===== src/rtl/uart_rx_fifo.sv =====
// Purpose : 8N1 UART receiver with a small byte FIFO and a valid/ready read port.
// Latency : byte is pushed on the stop-bit sample edge; rd_valid rises one edge later.
// Backpressure: rd_ready low holds rd_data/rd_valid; a full FIFO drops new bytes and sets overrun.
//
// Ports:
//   clk, power_on_reset_n   system clock, asynchronous active-low reset
//   rxd                     asynchronous serial input, idle high
//   rd_data/rd_valid/rd_ready  FIFO head and handshake (pop on rd_valid & rd_ready)
//   frame_err, overrun      sticky error flags, cleared by clear_err
//   busy                    receiver is inside a frame (or waiting out a break)
module uart_rx_fifo #(
    parameter int CLKS_PER_BIT = 312,
    parameter int FIFODEPTH    = 4
) (
    input  logic       clk,
    input  logic       power_on_reset_n,
    input  logic       rxd,
    output logic [7:0] rd_data,
    output logic       rd_valid,
    input  logic       rd_ready,
    output logic       frame_err,
    output logic       overrun,
    input  logic       clear_err,
    output logic       busy
);

    localparam int TW = $clog2(CLKS_PER_BIT);
    localparam int AW = $clog2(FIFODEPTH);

    // START is left after (CLKS_PER_BIT-1)/2 clocks so the sample lands mid-bit.
    localparam logic [TW-1:0] T_HALF = TW'((CLKS_PER_BIT - 1) / 2 - 1);
    localparam logic [TW-1:0] T_FULL = TW'(CLKS_PER_BIT - 1);
    localparam logic [TW-1:0] T_ONE  = TW'(1);
    localparam logic [AW:0]   P_ONE  = (AW + 1)'(1);

    typedef enum logic [2:0] {
        S_IDLE,
        S_START,
        S_DATA,
        S_STOP,
        S_BREAK
    } state_t;

    // ---------------------------------------------------------------
    // Input synchronizer (resets to the idle level)
    // ---------------------------------------------------------------
    logic rx_meta_q;
    logic rxs_q;

    always_ff @(posedge clk or negedge power_on_reset_n) begin
        if (!power_on_reset_n) begin
            rx_meta_q <= 1'b1;
            rxs_q     <= 1'b1;
        end else begin
            rx_meta_q <= rxd;
            rxs_q     <= rx_meta_q;
        end
    end

    // ---------------------------------------------------------------
    // Receiver FSM
    // ---------------------------------------------------------------
    state_t        state_q, state_d;
    logic [TW-1:0] timer_q, timer_d;
    logic [2:0]    bit_idx_q, bit_idx_d;
    logic [7:0]    shift_q, shift_d;
    logic          push;
    logic          frame_set;

    always_comb begin
        state_d   = state_q;
        timer_d   = timer_q + T_ONE;
        bit_idx_d = bit_idx_q;
        shift_d   = shift_q;
        push      = 1'b0;
        frame_set = 1'b0;
        case (state_q)
            S_IDLE: begin
                timer_d = '0;
                if (!rxs_q) begin
                    state_d = S_START;
                end
            end
            S_START: begin
                if (timer_q == T_HALF) begin
                    timer_d = '0;
                    if (!rxs_q) begin
                        state_d   = S_DATA;
                        bit_idx_d = 3'd0;
                    end else begin
                        // Line went back high before mid-bit: treat as noise.
                        state_d = S_IDLE;
                    end
                end
            end
            S_DATA: begin
                if (timer_q == T_FULL) begin
                    timer_d   = '0;
                    shift_d   = {rxs_q, shift_q[7:1]};
                    bit_idx_d = bit_idx_q + 3'd1;
                    if (bit_idx_q == 3'd7) begin
                        state_d = S_STOP;
                    end
                end
            end
            S_STOP: begin
                if (timer_q == T_FULL) begin
                    timer_d = '0;
                    if (rxs_q) begin
                        // Back to IDLE on the sample itself so a 1-bit stop
                        // still catches a directly following start edge.
                        push    = 1'b1;
                        state_d = S_IDLE;
                    end else begin
                        frame_set = 1'b1;
                        state_d   = S_BREAK;
                    end
                end
            end
            S_BREAK: begin
                // A held-low line must not be decoded as a stream of 0x00 frames.
                timer_d = '0;
                if (rxs_q) begin
                    state_d = S_IDLE;
                end
            end
            default: begin
                timer_d = '0;
                state_d = S_IDLE;
            end
        endcase
    end

    always_ff @(posedge clk or negedge power_on_reset_n) begin
        if (!power_on_reset_n) begin
            state_q   <= S_IDLE;
            timer_q   <= '0;
            bit_idx_q <= 3'd0;
            shift_q   <= 8'd0;
        end else begin
            state_q   <= state_d;
            timer_q   <= timer_d;
            bit_idx_q <= bit_idx_d;
            shift_q   <= shift_d;
        end
    end

    // ---------------------------------------------------------------
    // Receive FIFO
    // ---------------------------------------------------------------
    logic [7:0]  mem [FIFODEPTH];
    logic [AW:0] wr_ptr_q, wr_ptr_d;
    logic [AW:0] rd_ptr_q, rd_ptr_d;
    logic [7:0]  rd_data_q;
    logic        rd_valid_q;
    logic        frame_err_q, overrun_q;
    logic        full;
    logic        pop;
    logic        push_ok;
    logic        ovr_set;
    logic        head_vld_d;

    always_comb begin
        full     = (wr_ptr_q[AW] != rd_ptr_q[AW]) &&
                   (wr_ptr_q[AW-1:0] == rd_ptr_q[AW-1:0]);
        pop      = rd_valid_q & rd_ready;
        // A pop on the same edge frees the slot the push needs.
        push_ok  = push & (~full | pop);
        ovr_set  = push & full & ~pop;
        wr_ptr_d = wr_ptr_q;
        rd_ptr_d = rd_ptr_q;
        if (push_ok) begin
            wr_ptr_d = wr_ptr_q + P_ONE;
        end
        if (pop) begin
            rd_ptr_d = rd_ptr_q + P_ONE;
        end
        // Compared against the pre-push write pointer: a byte pushed on this
        // edge becomes visible one edge later.
        head_vld_d = (wr_ptr_q != rd_ptr_d);
    end

    always_ff @(posedge clk) begin
        if (push_ok) begin
            mem[wr_ptr_q[AW-1:0]] <= shift_q;
        end
    end

    always_ff @(posedge clk or negedge power_on_reset_n) begin
        if (!power_on_reset_n) begin
            wr_ptr_q    <= '0;
            rd_ptr_q    <= '0;
            rd_data_q   <= 8'd0;
            rd_valid_q  <= 1'b0;
            frame_err_q <= 1'b0;
            overrun_q   <= 1'b0;
        end else begin
            wr_ptr_q   <= wr_ptr_d;
            rd_ptr_q   <= rd_ptr_d;
            rd_valid_q <= head_vld_d;
            if (head_vld_d) begin
                rd_data_q <= mem[rd_ptr_d[AW-1:0]];
            end
            // Set beats clear when both happen on one edge.
            frame_err_q <= frame_set | (frame_err_q & ~clear_err);
            overrun_q   <= ovr_set | (overrun_q & ~clear_err);
        end
    end

    assign rd_data   = rd_data_q;
    assign rd_valid  = rd_valid_q;
    assign frame_err = frame_err_q;
    assign overrun   = overrun_q;
    assign busy      = (state_q != S_IDLE);

endmodule


===== config.mk =====
export PLATFORM = sky130hd
export DESIGN_NAME = uart_rx_fifo
export DESIGN_NICKNAME = d
export VERILOG_FILES = /design/src/rtl/uart_rx_fifo.sv
export SDC_FILE = /design/constraint.sdc
export NUM_CORES = 1
export LEC_CHECK = 0
export CORE_AREA = 2 2 94 73
export CTS_CLUSTER_SIZE = 20
export DETAILED_ROUTE_END_ITERATION = 16
export DIE_AREA = 0 0 96 75
export DONT_BUFFER_PORTS = 1
export PLACE_DENSITY = 0.74
export SLEW_MARGIN = 15
export SYNTH_ARGS = -nofsm -noshare
export SYNTH_HDL_FRONTEND = slang
export SYNTH_SLANG_ARGS = --single-unit

===== constraint.sdc =====
create_clock -name clk -period 1.9 [get_ports clk]
set_clock_uncertainty 0.05 [all_clocks]
set_input_delay 0.285 -clock clk [delete_from_list [all_inputs] [get_ports clk]]
set_output_delay 0.285 -clock clk [all_outputs]
set_load 0.02 [all_outputs]

==> results.txt, run 1 <==
Status - finished, violations left
Failing checks - negative setup slack
Unrepaired setup endpoints after global routing - yes
Routed WL - 6600 um
Slew Viols, Final - 0
EDFF count, synth - 32
Final HPWL DP - 4320 um
Netlist cell types - 47
Routed wl met3 - 245 um
Die Footprint - 7200 um2
Multiplexer area fraction after synthesis - 10.8%
CP Class - flip-flop to flip-flop
CTS Buf Count - 9
Final setup violation count - 19
Min Tclk post-route - 1.92 ns
DR WL/cell - 17.3 um
Syn_nets - 274
CP startpoint kind - flip-flop
Clock transition at path regs - 0.09 ns
Diodes inserted - 0
Simple-gate share of the synthesized area - 9.50%
Floorplan die height - 75 um
Vias in the first global route - 2265
VDD IR-drop max - 0.550 mV
Placed Cells - 353
WP data required - 1.90 ns
Worst-skew pair later-pin latency - 0.35 ns
Top-count cell post-synth - dfrtp_1
GRT Util Overall - 20.5%
CTS tree - done
Synth Warn # - 0
Layout cells sized above 1 - 27.6%
First DRT Iteration DRCs - 121
CP max FO - 8
DRC Markers - 0
Register Area - 2010 um2
Fin. Hold Viols - 0
Synth area leaders - dfrtp_1 (29%), edfxtp_1 (28%), mux2i_1 (6.9%), o221ai_1 (4.0%), ha_1 (3.2%)
Nets - 310
CTS Sinks - 74
R2R Setup Slk - -0.02 ns
Yosys reg bits - 74
Worst setup EP type - flip-flop
Commonest cells post-synth - dfrtp_1 (40), edfxtp_1 (32), mux2i_1 (24), inv_1 (16), o221ai_1 (16)
Drt pass-1 iters - 4
Final period util - 101%
Buffer depth of the longest clock path - 2
Routed vias - 2203
Lkg Pwr - 1.82 nW
Mapped cell area - 3480 um2
Mapped Cells - 260
Initial Util - 55.9%
Fillers - 452
Root buffer cell - clkbuf_8
Worst slew pin tran - 0.457 ns
Synth Area in XOR/XNOR - 3.99%
Initial antenna violation count - 0
Vias per cell - 5.77
DRT antenna net count - 0
Hold Crit Class - primary input to flip-flop
Synth area leader - dfrtp_1
Max layer used - met4
Synth Area in Compound Gates - 11.2%
Dpl cell area - 3730 um2
Gpl congestion - 0.825
Core Footprint - 6220 um2
Area share of fa/ha/maj cells after synthesis - 3.24%
Ys async rst share - 56.8%
IO Port Bufs - 0
Die X - 96 um
Htree depth - 3
Synth-to-layout area growth - 17.6%
Setup ws final - -0.0189 ns
Ys flop type - dfrtp_1
Sequential-to-total area share from yosys stat - 57.9%
P per Cell Area - 1120 nW/um2
First-pass GRT wire length - 11000 um
Pin count of the biggest net entering global routing - 43
Metal2 WL - 3250 um
DRT met1 WL - 3030 um
Crit path DAT - 1.92 ns
Final instance area - 4090 um2
Area of the multi-input gates - 1430 um2
Max Cap Violations - 0
Main combinational cell family by area after synthesis - compound AO/OA/AOI/OAI gates
Max frequency - 521 MHz
Post-Syn Area per Cell - 13.4 um2
Setup WS pre-CTS - -0.0415 ns
Grt total ovfl - 0
Max_slew headroom - 69.5%
I/O pin count - 17
Non-filler instance count after layout - 382
Std-Cell Rows - 25
Post-synth top area share - 28.8%
[sequential cells by signal (all words and copies together) (netlist names)]
| signal | cells |
|---|---|
| bit_idx_q | 3 |
| shift_q | 8 |
| timer_q | 9 |
| state_q | 3 |
| mem | 32 |
| rd_valid | 1 |
| rxs_q | 1 |
| rx_meta_q | 1 |
| rd_ptr_q | 3 |
| wr_ptr_q | 3 |
| overrun | 1 |
| rd_data | 8 |
| frame_err | 1 |
[report_power, final]
part           internal [mW]  switching (mW)  total, mW
sequential              1.79           0.187       1.97
clock                  0.482           0.606       1.09
combinational          0.754           0.759       1.51
total                   3.02            1.55       4.57
[cell families (layout without fill, tap and decap cells)]
kind of cell	count (synthesis)	in the layout
flops	74	74
simple gates	51	53
compound gates	48	48
mux	35	35
buf+inv	28	67
xor+xnor	15	15
fa+ha+maj	9	9
[placed cells by master (no fill, tap or decap), drive strengths merged, types with 3 or more instances in the layout]
cell type / Yosys / routed
xnor2: 8 / 8
nand2: 3 / 4
mux2: 10 / 10
nor4: 3 / 3
ha: 9 / 9
clkinvlp: 0 / 3
dfrtp: 40 / 40
nor2: 14 / 14
and3: 5 / 6
inv: 16 / 18
buf: 5 / 32
nand4: 5 / 5
a21o: 9 / 9
a22o: 10 / 10
nand3: 6 / 6
edfxtp: 32 / 32
clkbuf: 7 / 9
o221ai: 16 / 16
mux2i: 24 / 24
dlygate4sd3: 0 / 3
a21oi: 3 / 3
xor2: 7 / 7
[final timing paths]
path | endpoint | cells past startpoint | start
hold / removal | rd_ptr_q[0]$_DFF_PN0_ | 2 | rd_ready
setup / recovery | mem[1][2]$_DFFE_PP_ | 4 | timer_q[7]$_DFF_PN0_
setup reg to reg | mem[1][2]$_DFFE_PP_ | 4 | timer_q[7]$_DFF_PN0_
hold reg to reg | rxs_q$_DFF_PN1_ | 0 | rx_meta_q$_DFF_PN1_
max in group asynchronous | rx_meta_q$_DFF_PN1_ | 2 | power_on_reset_n
min in group asynchronous | rd_valid$_DFF_PN0_ | 2 | power_on_reset_n
[routing by layer]
layer,vias to the layer above,track usage (%)
met1,1082,26.4
met5,-,0
li1,1059,-
met2,51,34.0
met4,0,6.03
met3,11,6.21
[metrics by stage]
| step | TNS (ns) | util [%] | power, mW | hold WS (ns) |
|---|---|---|---|---|
| 6_report | -0.181 | 65.7 | 4.57 | 0.0598 |
| 5_1_grt | -2.20 | 65.7 | 4.84 | 0.0576 |
| 2_1_floorplan | -0.187 | - | 3.12 | -0.0606 |
| 4_1_cts | -0.182 | 64.3 | 4.55 | 0.0422 |
| 3_5_place_dp | -0.439 | 60.0 | 3.36 | -0.0596 |
| 3_3_place_gp | -0.0175 | 60.0 | 3.31 | -0.0596 |
[worst max-delay path, stage by stage, from the launching register on]
cell and delay [ns]:
dfrtp_1 0.39, or4b_4 0.60, nor4_4 0.14, buf_4 0.18, and3_4 0.26
[area by class of cell]
type                            instances  share of cell area, %
Multi-Input combinational cell        160                   35.0
Inverter                               16                   1.47
Tap cell                               81                   2.48
Clock buffer                            9                   3.03
Timing Repair Buffer                   35                   7.41
Sequential cell                        74                   49.3
Clock inverter                          7                   1.32
[timing repair]
action                                 in CTS  in global routing
gates cloned                                2                  1
setup buffers                               2                  4
gates resized for setup                     3                 11
endpoints found under the hold margin      45                  0
setup endpoints to repair                  33                 63
hold buffers                                4                  0
pin swaps                                   5                  4
Power figures use the tool's default switching activity.
==> inputs of run 2 (changes only) <==
--- a/config.mk
+++ b/config.mk
@@ -15,3 +15,4 @@
 export SYNTH_ARGS = -nofsm -noshare
 export SYNTH_HDL_FRONTEND = slang
 export SYNTH_SLANG_ARGS = --single-unit
+export TNS_END_PERCENT = 30
==> run 2 against run 1 <==
Net effect: clock power is 33% higher; highest routed layer unchanged; wire length is 9.1% lower; first-iteration DRC count is 4.1% lower; the run still ends with negative setup slack left.
==> results.txt, run 2 (synthesis gave the netlist of run 1 again) <==
Status - finished, violations left (unchanged)
Failing checks - negative setup slack (unchanged)
Worst slew pin tran - 0.473 ns (was 0.457 ns)
Max Cap Violations - 0 (unchanged)
Slew Viols, Final - 0 (unchanged)
First DRT Iteration DRCs - 116 (was 121)
WP data required - 2.07 ns (was 1.90 ns)
Buffer depth of the longest clock path - 2 (unchanged)
I/O pin count - 17 (unchanged)
Setup total negative slack - -0.187 ns (was -0.181 ns)
P per Cell Area - 1190 nW/um2 (was 1120 nW/um2)
Setup ws final - -0.0432 ns (was -0.0189 ns)
Vias in the first global route - 1986 (was 2265)
Std-Cell Rows - 25 (unchanged)
CTS Sinks - 74 (unchanged)
Min Hold Slack - 0.0734 ns (was 0.0598 ns)
Nets - 303 (was 310)
Initial antenna violation count - 0 (unchanged)
Root buffer cell - clkbuf_8 (unchanged)
Fillers - 459 (was 452)
CP max FO - 9 (was 8)
Fin util - 65.8% (was 65.7%)
Synth-to-layout area growth - 17.8% (was 17.6%)
First-pass GRT wire length - 9980 um (was 11000 um)
Max reg flops - 32 (unchanged)
CTS tree - done (unchanged)
HP Start - rd_ready (unchanged)
Crit path from - timer_q[7]$_DFF_PN0_ (unchanged)
Worst setup EP type - flip-flop (unchanged)
R2R Setup Slk - -0.04 ns (was -0.02 ns)
Final period util - 102% (was 101%)
Worst-skew pair later-pin latency - 0.34 ns (was 0.35 ns)
Lkg Pwr - 1.82 nW (about the same)
DR WL/cell - 16.0 um (was 17.3 um)
Vias per cell - 5.59 (was 5.77)
Routed WL - 6000 um (was 6600 um)
R2R Path Start - timer_q[7]$_DFF_PN0_ (unchanged)
Final setup violation count - 19 (unchanged)
Min Tclk post-route - 1.94 ns (was 1.92 ns)
Drt pass-1 iters - 4 (unchanged)
Htree depth - 3 (unchanged)
Crit path DAT - 2.11 ns (was 1.92 ns)
CP Class - flip-flop to flip-flop (unchanged)
Hold Path Depth - 2 (unchanged)
Hold Path End - rd_ptr_q[0]$_DFF_PN0_ (unchanged)
Floorplan die height - 75 um (unchanged)
Register Area - 2010 um2 (unchanged)
VDD IR-drop max - 0.530 mV (was 0.550 mV)
Dpl cell area - 3710 um2 (was 3730 um2)
CTS Buf Count - 9 (unchanged)
Unrepaired setup endpoints after global routing - yes (unchanged)
Non-filler instance count after layout - 375 (was 382)
Final HPWL DP - 4040 um (was 4320 um)
Fin. Hold Viols - 0 (unchanged)
Placed Cells - 352 (was 353)
Routed vias - 2098 (was 2203)
DRT antenna net count - 0 (unchanged)
CP startpoint kind - flip-flop (unchanged)
DRC Markers - 0 (unchanged)
R2R depth - 4 (unchanged)
GRT Util Overall - 18.6% (was 20.5%)
Initial Util - 55.9% (unchanged)
Die Footprint - 7200 um2 (unchanged)
Pin count of the biggest net entering global routing - 43 (unchanged)
Hold Crit Class - primary input to flip-flop (unchanged)
Most frequent cells in the layout - dfrtp_1 (40), edfxtp_1 (32), mux2i_1 (24), buf_4 (23) (was dfrtp_1 (40), edfxtp_1 (32), buf_4 (28), mux2i_1 (24), o221ai_1 (16))
Most common cell after layout, fill and taps aside - dfrtp_1 (unchanged)
Diodes inserted - 0 (unchanged)
FF-to-FF End - shift_q[1]$_DFFE_PN0P_ (was mem[1][2]$_DFFE_PP_)
IO Port Bufs - 0 (unchanged)
Max frequency - 515 MHz (was 521 MHz)
Layout cells sized above 1 - 24.5% (was 27.6%)
Clock transition at path regs - 0.07 ns (was 0.09 ns)
Die X - 96 um (unchanged)
Max_slew headroom - 68.3% (was 69.5%)
Final instance area - 4100 um2 (was 4090 um2)
Gpl congestion - 0.810 (was 0.825)
Area of the multi-input gates - 1430 um2 (unchanged)
Grt total ovfl - 0 (unchanged)
Core Footprint - 6220 um2 (unchanged)
run 2: where the power goes:
| part | internal [mW] | switching [mW] | total [mW] |
|---|---|---|---|
| clock network | 0.906 | 0.540 | 1.45 |
| logic | 0.738 | 0.717 | 1.46 |
| registers | 1.79 | 0.189 | 1.98 |
| total | 3.43 | 1.45 | 4.88 |
run 2: worst max-delay path by stage:
stage,end,depth (start not counted),slack [ns]
2_1_floorplan,rd_data[0]$_DFFE_PN0P_,6,-0.04
3_3_place_gp,mem[3][7]$_DFFE_PP_,3,-0.004
3_5_place_dp,mem[3][7]$_DFFE_PP_,3,-0.05
4_1_cts,shift_q[1]$_DFFE_PN0P_,4,-0.02
5_1_grt,shift_q[1]$_DFFE_PN0P_,4,-0.10
6_report,shift_q[1]$_DFFE_PN0P_,4,-0.04
run 2: area by class of cell:
type,instances,area share [%]
Sequential cell,74,49.2
Clock inverter,5,2.50
Inverter,16,1.47
Tap cell,81,2.47
Timing Repair Buffer,29,5.98
Clock buffer,11,3.45
Multi-Input combinational cell,159,35.0
run 2: repair_timing:
action,in CTS,in global routing
endpoints found under the setup margin,48,64
hold endpoints to repair,45,0
gates cloned,1,0
hold buffers,4,0
resized for setup,3,9
buffers inserted,1,1
pin swaps,1,5
run 2: metrics by stage:
step | setup WS (ns) | total power, mW
floorplan | -0.0396 | 3.10
global placement | -0.00427 | 3.33
detailed placement | -0.0528 | 3.36
CTS | -0.0174 | 4.89
global route | -0.101 | 5.14
finish | -0.0432 | 4.88
run 2: worst max-delay path, cell delays in order, from the launching register on:
cell	delay [ns]
dfrtp_1	0.40
or4b_4	0.60
nor4_4	0.25
buf_6	0.19
mux2_2	0.34
run 2: routing by layer:
layer | share of wire, % | GRT usage (%)
met5 | 0 | 0
met4 | 0.35 | 3.81
met3 | 4.5 | 6.81
met2 | 45 | 28.2
met1 | 50 | 26.1
==> inputs of run 3 (changes only) <==
--- a/config.mk
+++ b/config.mk
@@ -5,11 +5,13 @@
 export SDC_FILE = /design/constraint.sdc
 export NUM_CORES = 1
 export LEC_CHECK = 0
+export ABC_AREA = 1
 export CORE_AREA = 2 2 94 73
 export CTS_CLUSTER_SIZE = 20
 export DETAILED_ROUTE_END_ITERATION = 16
 export DIE_AREA = 0 0 96 75
 export DONT_BUFFER_PORTS = 1
+export GPL_ROUTABILITY_DRIVEN = 0
 export PLACE_DENSITY = 0.74
 export SLEW_MARGIN = 15
 export SYNTH_ARGS = -nofsm -noshare
==> run 3 against run 2 <==
Net effect: the run now ends clean; highest routed layer unchanged; flip-flop and latch count stayed put; die area is the same; largest cell class unchanged; critical path type unchanged; final cell count is 32% higher; utilization fell by 2.9 points.
==> results.txt, run 3 <==
Ys async rst share - 56.8% (unchanged)
Setup repair bufs after CTS - 0 (was 1)
Max_slew headroom - 67.8% (was 68.3%)
Initial Util - 56.1% (was 55.9%)
CTS tree - done (unchanged)
Lkg Pwr - 1.96 nW (was 1.82 nW)
Netlist cell types - 28 (was 47)
Mapped cell area - 3490 um2 (was 3480 um2)
First DRT Iteration DRCs - 252 (was 116)
Max Cap Violations - 0 (unchanged)
CP cell instances - ha_2 -> nand2_2 -> nor2_4 -> nand2_4 -> nor2_4 -> nand2_2 -> nor2_1 -> buf_4 (was or4b_4 -> nor4_4 -> buf_6 -> mux2_2)
Vias per cell - 5.04 (was 5.59)
Sequential-to-total area share from yosys stat - 57.7% (was 57.9%)
Core Footprint - 6220 um2 (unchanged)
Worst setup EP type - flip-flop (unchanged)
Status - finished, final reports clean (was finished, violations left)
Ys flop type - dfrtp_1 (unchanged)
Final instance area - 3920 um2 (was 4100 um2)
R2R depth - 8 (was 4)
Synth Warn # - 0 (unchanged)
Hold Path End - rd_ptr_q[2]$_DFF_PN0_ (was rd_ptr_q[0]$_DFF_PN0_)
I/O pin count - 17 (unchanged)
Htree depth - 3 (unchanged)
R2R Setup Slk - 0.13 ns (was -0.04 ns)
Yosys reg bits - 74 (unchanged)
IO Port Bufs - 0 (unchanged)
Worst slew pin tran - 0.482 ns (was 0.473 ns)
Slowest stage cell, crit path - dfrtp_1 (was or4b_4)
Min Tclk post-route - 1.77 ns (was 1.94 ns)
Most common cell after layout, fill and taps aside - nand2_1 (was dfrtp_1)
DR WL/cell - 13.6 um (was 16.0 um)
Fin. Hold Viols - 0 (unchanged)
Synth area leader - dfrtp_1 (unchanged)
Hold Crit Class - primary input to flip-flop (unchanged)
Floorplan die height - 75 um (unchanged)
Vias in the first global route - 2279 (was 1986)
Crit path DAT - 1.78 ns (was 2.11 ns)
GRT Util Overall - 21.0% (was 18.6%)
CTS Sinks - 74 (unchanged)
R2R Path Start - timer_q[0]$_DFF_PN0_ (was timer_q[7]$_DFF_PN0_)
Synth area leaders - dfrtp_1 (29%), edfxtp_1 (28%), nand2_1 (15%), inv_1 (6.2%), nand3_1 (4.4%) (was dfrtp_1 (29%), edfxtp_1 (28%), mux2i_1 (6.9%), o221ai_1 (4.0%), ha_1 (3.2%))
Root buffer cell - clkbuf_8 (unchanged)
Dpl cell area - 3630 um2 (was 3710 um2)
Placed Cells - 475 (was 352)
Buffer depth of the longest clock path - 2 (unchanged)
First-pass GRT wire length - 11100 um (was 9980 um)
Syn_nets - 403 (was 274)
Die X - 96 um (unchanged)
Final HPWL DP - 4830 um (was 4040 um)
Setup ws final - 0.131 ns (was -0.0432 ns)
CP startpoint kind - flip-flop (unchanged)
Setup total negative slack - 0 ns (was -0.187 ns)
DRC Markers - 0 (unchanged)
Setup WS pre-CTS - 0.0861 ns (was -0.0528 ns)
Fin util - 63.0% (was 65.8%)
Most frequent cells in the layout - nand2_1 (142), inv_1 (57), dfrtp_1 (39), edfxtp_1 (32), nand3_1 (31) (was dfrtp_1 (40), edfxtp_1 (32), mux2i_1 (24), buf_4 (23))
Critical path's largest stage delay - 0.39 ns (was 0.60 ns)
Std-Cell Rows - 25 (unchanged)
Mapped Cells - 389 (was 260)
Nets - 423 (was 303)
Slew Viols, Final - 0 (unchanged)
Routed WL - 6720 um (was 6000 um)
Grt total ovfl - 0 (unchanged)
HP Start - rd_ready (unchanged)
DRT antenna net count - 0 (unchanged)
FF-to-FF End - mem[0][5]$_DFFE_PP_ (was shift_q[1]$_DFFE_PN0P_)
Post-Syn Area per Cell - 8.97 um2 (was 13.4 um2)
Final setup violation count - 0 (was 19)
WP data required - 1.91 ns (was 2.07 ns)
Top-count cell post-synth - nand2_1 (was dfrtp_1)
CTS Buf Count - 9 (unchanged)
CP max FO - 8 (was 9)
Post-synth top area share - 28.7% (was 28.8%)
Pin count of the biggest net entering global routing - 43 (unchanged)
Layout cells sized above 1 - 12.3% (was 24.5%)
Max reg flops - 32 (unchanged)
Commonest cells post-synth - nand2_1 (142), inv_1 (58), dfrtp_1 (40), edfxtp_1 (32), nand3_1 (31) (was dfrtp_1 (40), edfxtp_1 (32), mux2i_1 (24), inv_1 (16), o221ai_1 (16))
Synth-to-layout area growth - 12.3% (was 17.8%)
Drt pass-1 iters - 5 (was 4)
Final period util - 93.1% (was 102%)
Non-filler instance count after layout - 494 (was 375)
P per Cell Area - 1180 nW/um2 (was 1190 nW/um2)
CP Class - flip-flop to flip-flop (unchanged)
Fillers - 507 (was 459)
Worst-skew pair later-pin latency - 0.35 ns (was 0.34 ns)
Diodes inserted - 0 (unchanged)
Max frequency - 565 MHz (was 515 MHz)
Initial antenna violation count - 0 (unchanged)
EDFF count, synth - 32 (unchanged)
Die Footprint - 7200 um2 (unchanged)
Routed vias - 2491 (was 2098)
Clock transition at path regs - 0.07 ns (about the same)
VDD IR-drop max - 0.523 mV (was 0.530 mV)
Hold Path Depth - 4 (was 2)
## run 3: kinds of logic (layout without fill, tap and decap cells)
group                    after synthesis  count (layout)  share of synthesized area [%]
AO/OA/AOI/OAI                          4               4                          0.573
AND/OR/NAND/NOR                      225             225                           28.7
XOR/XNOR                               8               8                           2.01
adder cells (fa/ha/maj)                9               9                           3.23
buffers and inverters                 69              93                           7.74
flip-flops                            74              74                           57.7
## run 3: what timing repair did
| action | 4_1_cts | 5_1_grt |
|---|---|---|
| setup endpoints to repair | 0 | 32 |
| resized for setup | 0 | 3 |
| hold endpoints to repair | 45 | 0 |
| hold buffers | 4 | 0 |
## run 3: power breakdown
group | internal [mW] | switching (mW) | leakage [nW] | total, mW
combinational | 0.391 | 0.861 | 0.936 | 1.25
sequential | 1.79 | 0.189 | 0.915 | 1.98
clock | 0.857 | 0.546 | 0.113 | 1.40
## run 3: area by class of cell
cell class	count	area, um2	share of cell area (%)
flip-flops and latches	74	2020	51.4
multi-input cells	246	1210	30.8
inverters	66	253	6.45
repair buffers	12	110	2.81
clock buffers	9	124	3.16
well taps	81	101	2.59
clock inverters	6	106	2.71
## run 3: routing by layer
layer  GRT usage (%)  share of wire [%]  up-vias
met5               0                  0        -
met4            7.14                1.2        0
met3            5.71                6.2       10
met2            30.6                 43       75
met1            30.6                 50     1158
li1                -                  -     1248
## run 3: worst max-delay path: cells and delay by family, from the launching register on
family | cells | cell delay [ns]
AND/OR/NAND/NOR | 6 | 0.64
adder cells (fa/ha/maj) | 1 | 0.22
buffers and inverters | 1 | 0.17
flip-flops | 1 | 0.39
## run 3: worst max-delay path by stage
stage | startpoint | endpoint | slack, ns | cells after the start
final | timer_q[0]$_DFF_PN0_ | mem[0][5]$_DFFE_PP_ | 0.13 | 8
after global placement | timer_q[0]$_DFF_PN0_ | mem[1][1]$_DFFE_PP_ | 0.14 | 8
after detailed placement | timer_q[0]$_DFF_PN0_ | mem[0][5]$_DFFE_PP_ | 0.09 | 8
after global routing | timer_q[0]$_DFF_PN0_ | mem[0][1]$_DFFE_PP_ | -0.008 | 8
after floorplan | timer_q[0]$_DFF_PN0_ | mem[0][0]$_DFFE_PP_ | -0.03 | 7
after CTS | timer_q[0]$_DFF_PN0_ | mem[0][5]$_DFFE_PP_ | 0.08 | 8
## run 3: stage by stage
step	hold WS, ns	power [mW]
after floorplan	-0.0606	2.92
after detailed placement	-0.0593	3.19
after CTS	0.296	4.64
after global placement	-0.0590	3.16
after global routing	0.313	4.89
final	0.303	4.63
==> patch (config.mk and constraints of run 1) <==
Re-encode `state_t` (5 states) as one-hot, 5 bits wide.
--- a/src/rtl/uart_rx_fifo.sv
+++ b/src/rtl/uart_rx_fifo.sv
@@ -34,10 +34,10 @@
     localparam logic [AW:0]   P_ONE  = (AW + 1)'(1);
 
-    typedef enum logic [2:0] {
-        S_IDLE,
-        S_START,
-        S_DATA,
-        S_STOP,
-        S_BREAK
+    typedef enum logic [4:0] {
+        S_IDLE  = 5'b00001,
+        S_START = 5'b00010,
+        S_DATA  = 5'b00100,
+        S_STOP  = 5'b01000,
+        S_BREAK = 5'b10000
     } state_t;
 
Behaviour: same outputs for any inputs over 10 cycles, from zero or initial values and one cycle with power_on_reset_n low; not proved beyond that.
==> patch against run 1 <==
- first-iteration DRC count is 40% lower
- sequential cell count is 2 higher
- routed wire length is 8.7% lower
- design area is 6.4% higher
- worst setup slack worse by 180 ps
- critical endpoint is now state_q[2]
- synthesized area is 3.0% lower
- die area stayed put
- largest cell class unchanged
- total power is 23% higher
- the run still ends with negative setup slack left
==> patch: results (changes against run 1) <==
seq_area_um2: 2070  # +2.7%
peakVddDrop_mv: 0.736  # +34%
wirelength_mm: 6.02  # -8.7%
avgSynthCellArea_um2: 14.3  # +6.9%
cp_slowest_cell: "or3b_2"
worstHoldEndpoint: "rd_ptr_q[2]"
netlist_top_cells_area: "dfrtp_1, edfxtp_1, mux2i_1"
gp_congestion: 0.828  # +0.33%
synth_edf_count: 32  # unchanged
grt_pass1_wl_mm: 9.16  # -16%
finalNetCount: 306  # -1.3%
crit_arrival_ps: 2280  # +360 ps
nFillCells: 411  # -9.1%
r2r_cells: 6  # +2
r2r_start: "state_q[2]"
multi_input_area_share: 0.348  # -0.00237
final.setup.tns_ps: -4620  # -4440 ps
mappedNetlistNets: 250  # -8.8%
drive_gt1_frac: 0.441  # +0.165
p_int_w: 0.00368  # +22%
signal_buffers: 50  # +43%
p_per_area_nw_per_um2: 1300  # +16%
seq_cells: 76  # +2.7%
setup_viol: 35  # +16
n_antenna_cell: 0  # unchanged
outcome: "finished, violations left"
fin_ws_ps: -198  # -179 ps
synthArstFlopShare: 0.579  # +0.0114
grt_usage: 0.174  # -0.0308
seq_area_frac_synth: 0.612  # +0.0328
dpl.hpwl_mm: 3.90  # -9.7%
comb.multi_input.count: 146  # -8.8%
p_seq_frac: 0.404  # -0.027
clock_buffers: 9  # unchanged
cpPeakStageDelay_ps: 510  # -90 ps
synth-xor-area-share: 0.0434  # +0.00344
grt_max_degree: 45  # +4.7%
dp_slack_ps: -262  # -221 ps
crit_family: "compound AO/OA/AOI/OAI gates"
r2r_end: "state_q[2]"
dp_cells: 349  # -1.1%
synth-compound-area-share: 0.0463  # -0.0656
nonClkBufAreaFrac: 0.102  # +0.0278
instances_no_fill: 378  # -1.0%
synth_mux_area_frac: 0.138  # +0.0296
finalHoldWorstSlack_ps: 251  # +192 ps
p_leak_nw: 1.82  # -0.32%
crit_fanout: 10  # +2
violations: "negative setup slack"
inverters: 9  # -7
combPwrFrac: 0.390  # +0.059
grt_pass1_vias: 1907  # -16%
multi_input_area_um2: 1510  # +5.7%
postPlaceCellArea_um2: 3800  # +1.9%
hold_depth: 3  # +1
ys_top_cells_by_count: "dfrtp_1, edfxtp_1, mux2i_1, mux2_2, nor2_1"
==> patch: changes by cell type in the layout (fill, tap and decap cells not counted), moves of 5 or more <==
cell / delta
o221ai_1: -16
buf_4: +12
a21o_1: -9
a22o_1: -8
and2_4: +8
mux2_4: +7
inv_1: -6
and3_4: -5
==> patch: routing by layer <==
| layer | track usage | vias to the layer above | share of wire | wire [um] |
|---|---|---|---|---|
| met4 | 0.0524 | 0 | 0.011 | 67 |
| met1 | 0.234 | 982 | 0.48 | 2900 |
| li1 | - | 973 | - | - |
| met2 | 0.268 | 33 | 0.47 | 2840 |
| met5 | 0 | - | 0 | 0 |
| met3 | 0.0651 | 8 | 0.036 | 216 |
==> patch: repair_timing <==
action	CTS	global route
pin swaps	2	11
endpoints found under the hold margin	47	0
setup endpoints to repair	54	65
gates cloned	1	1
hold buffers	4	0
resized for setup	13	39
setup buffers	3	5
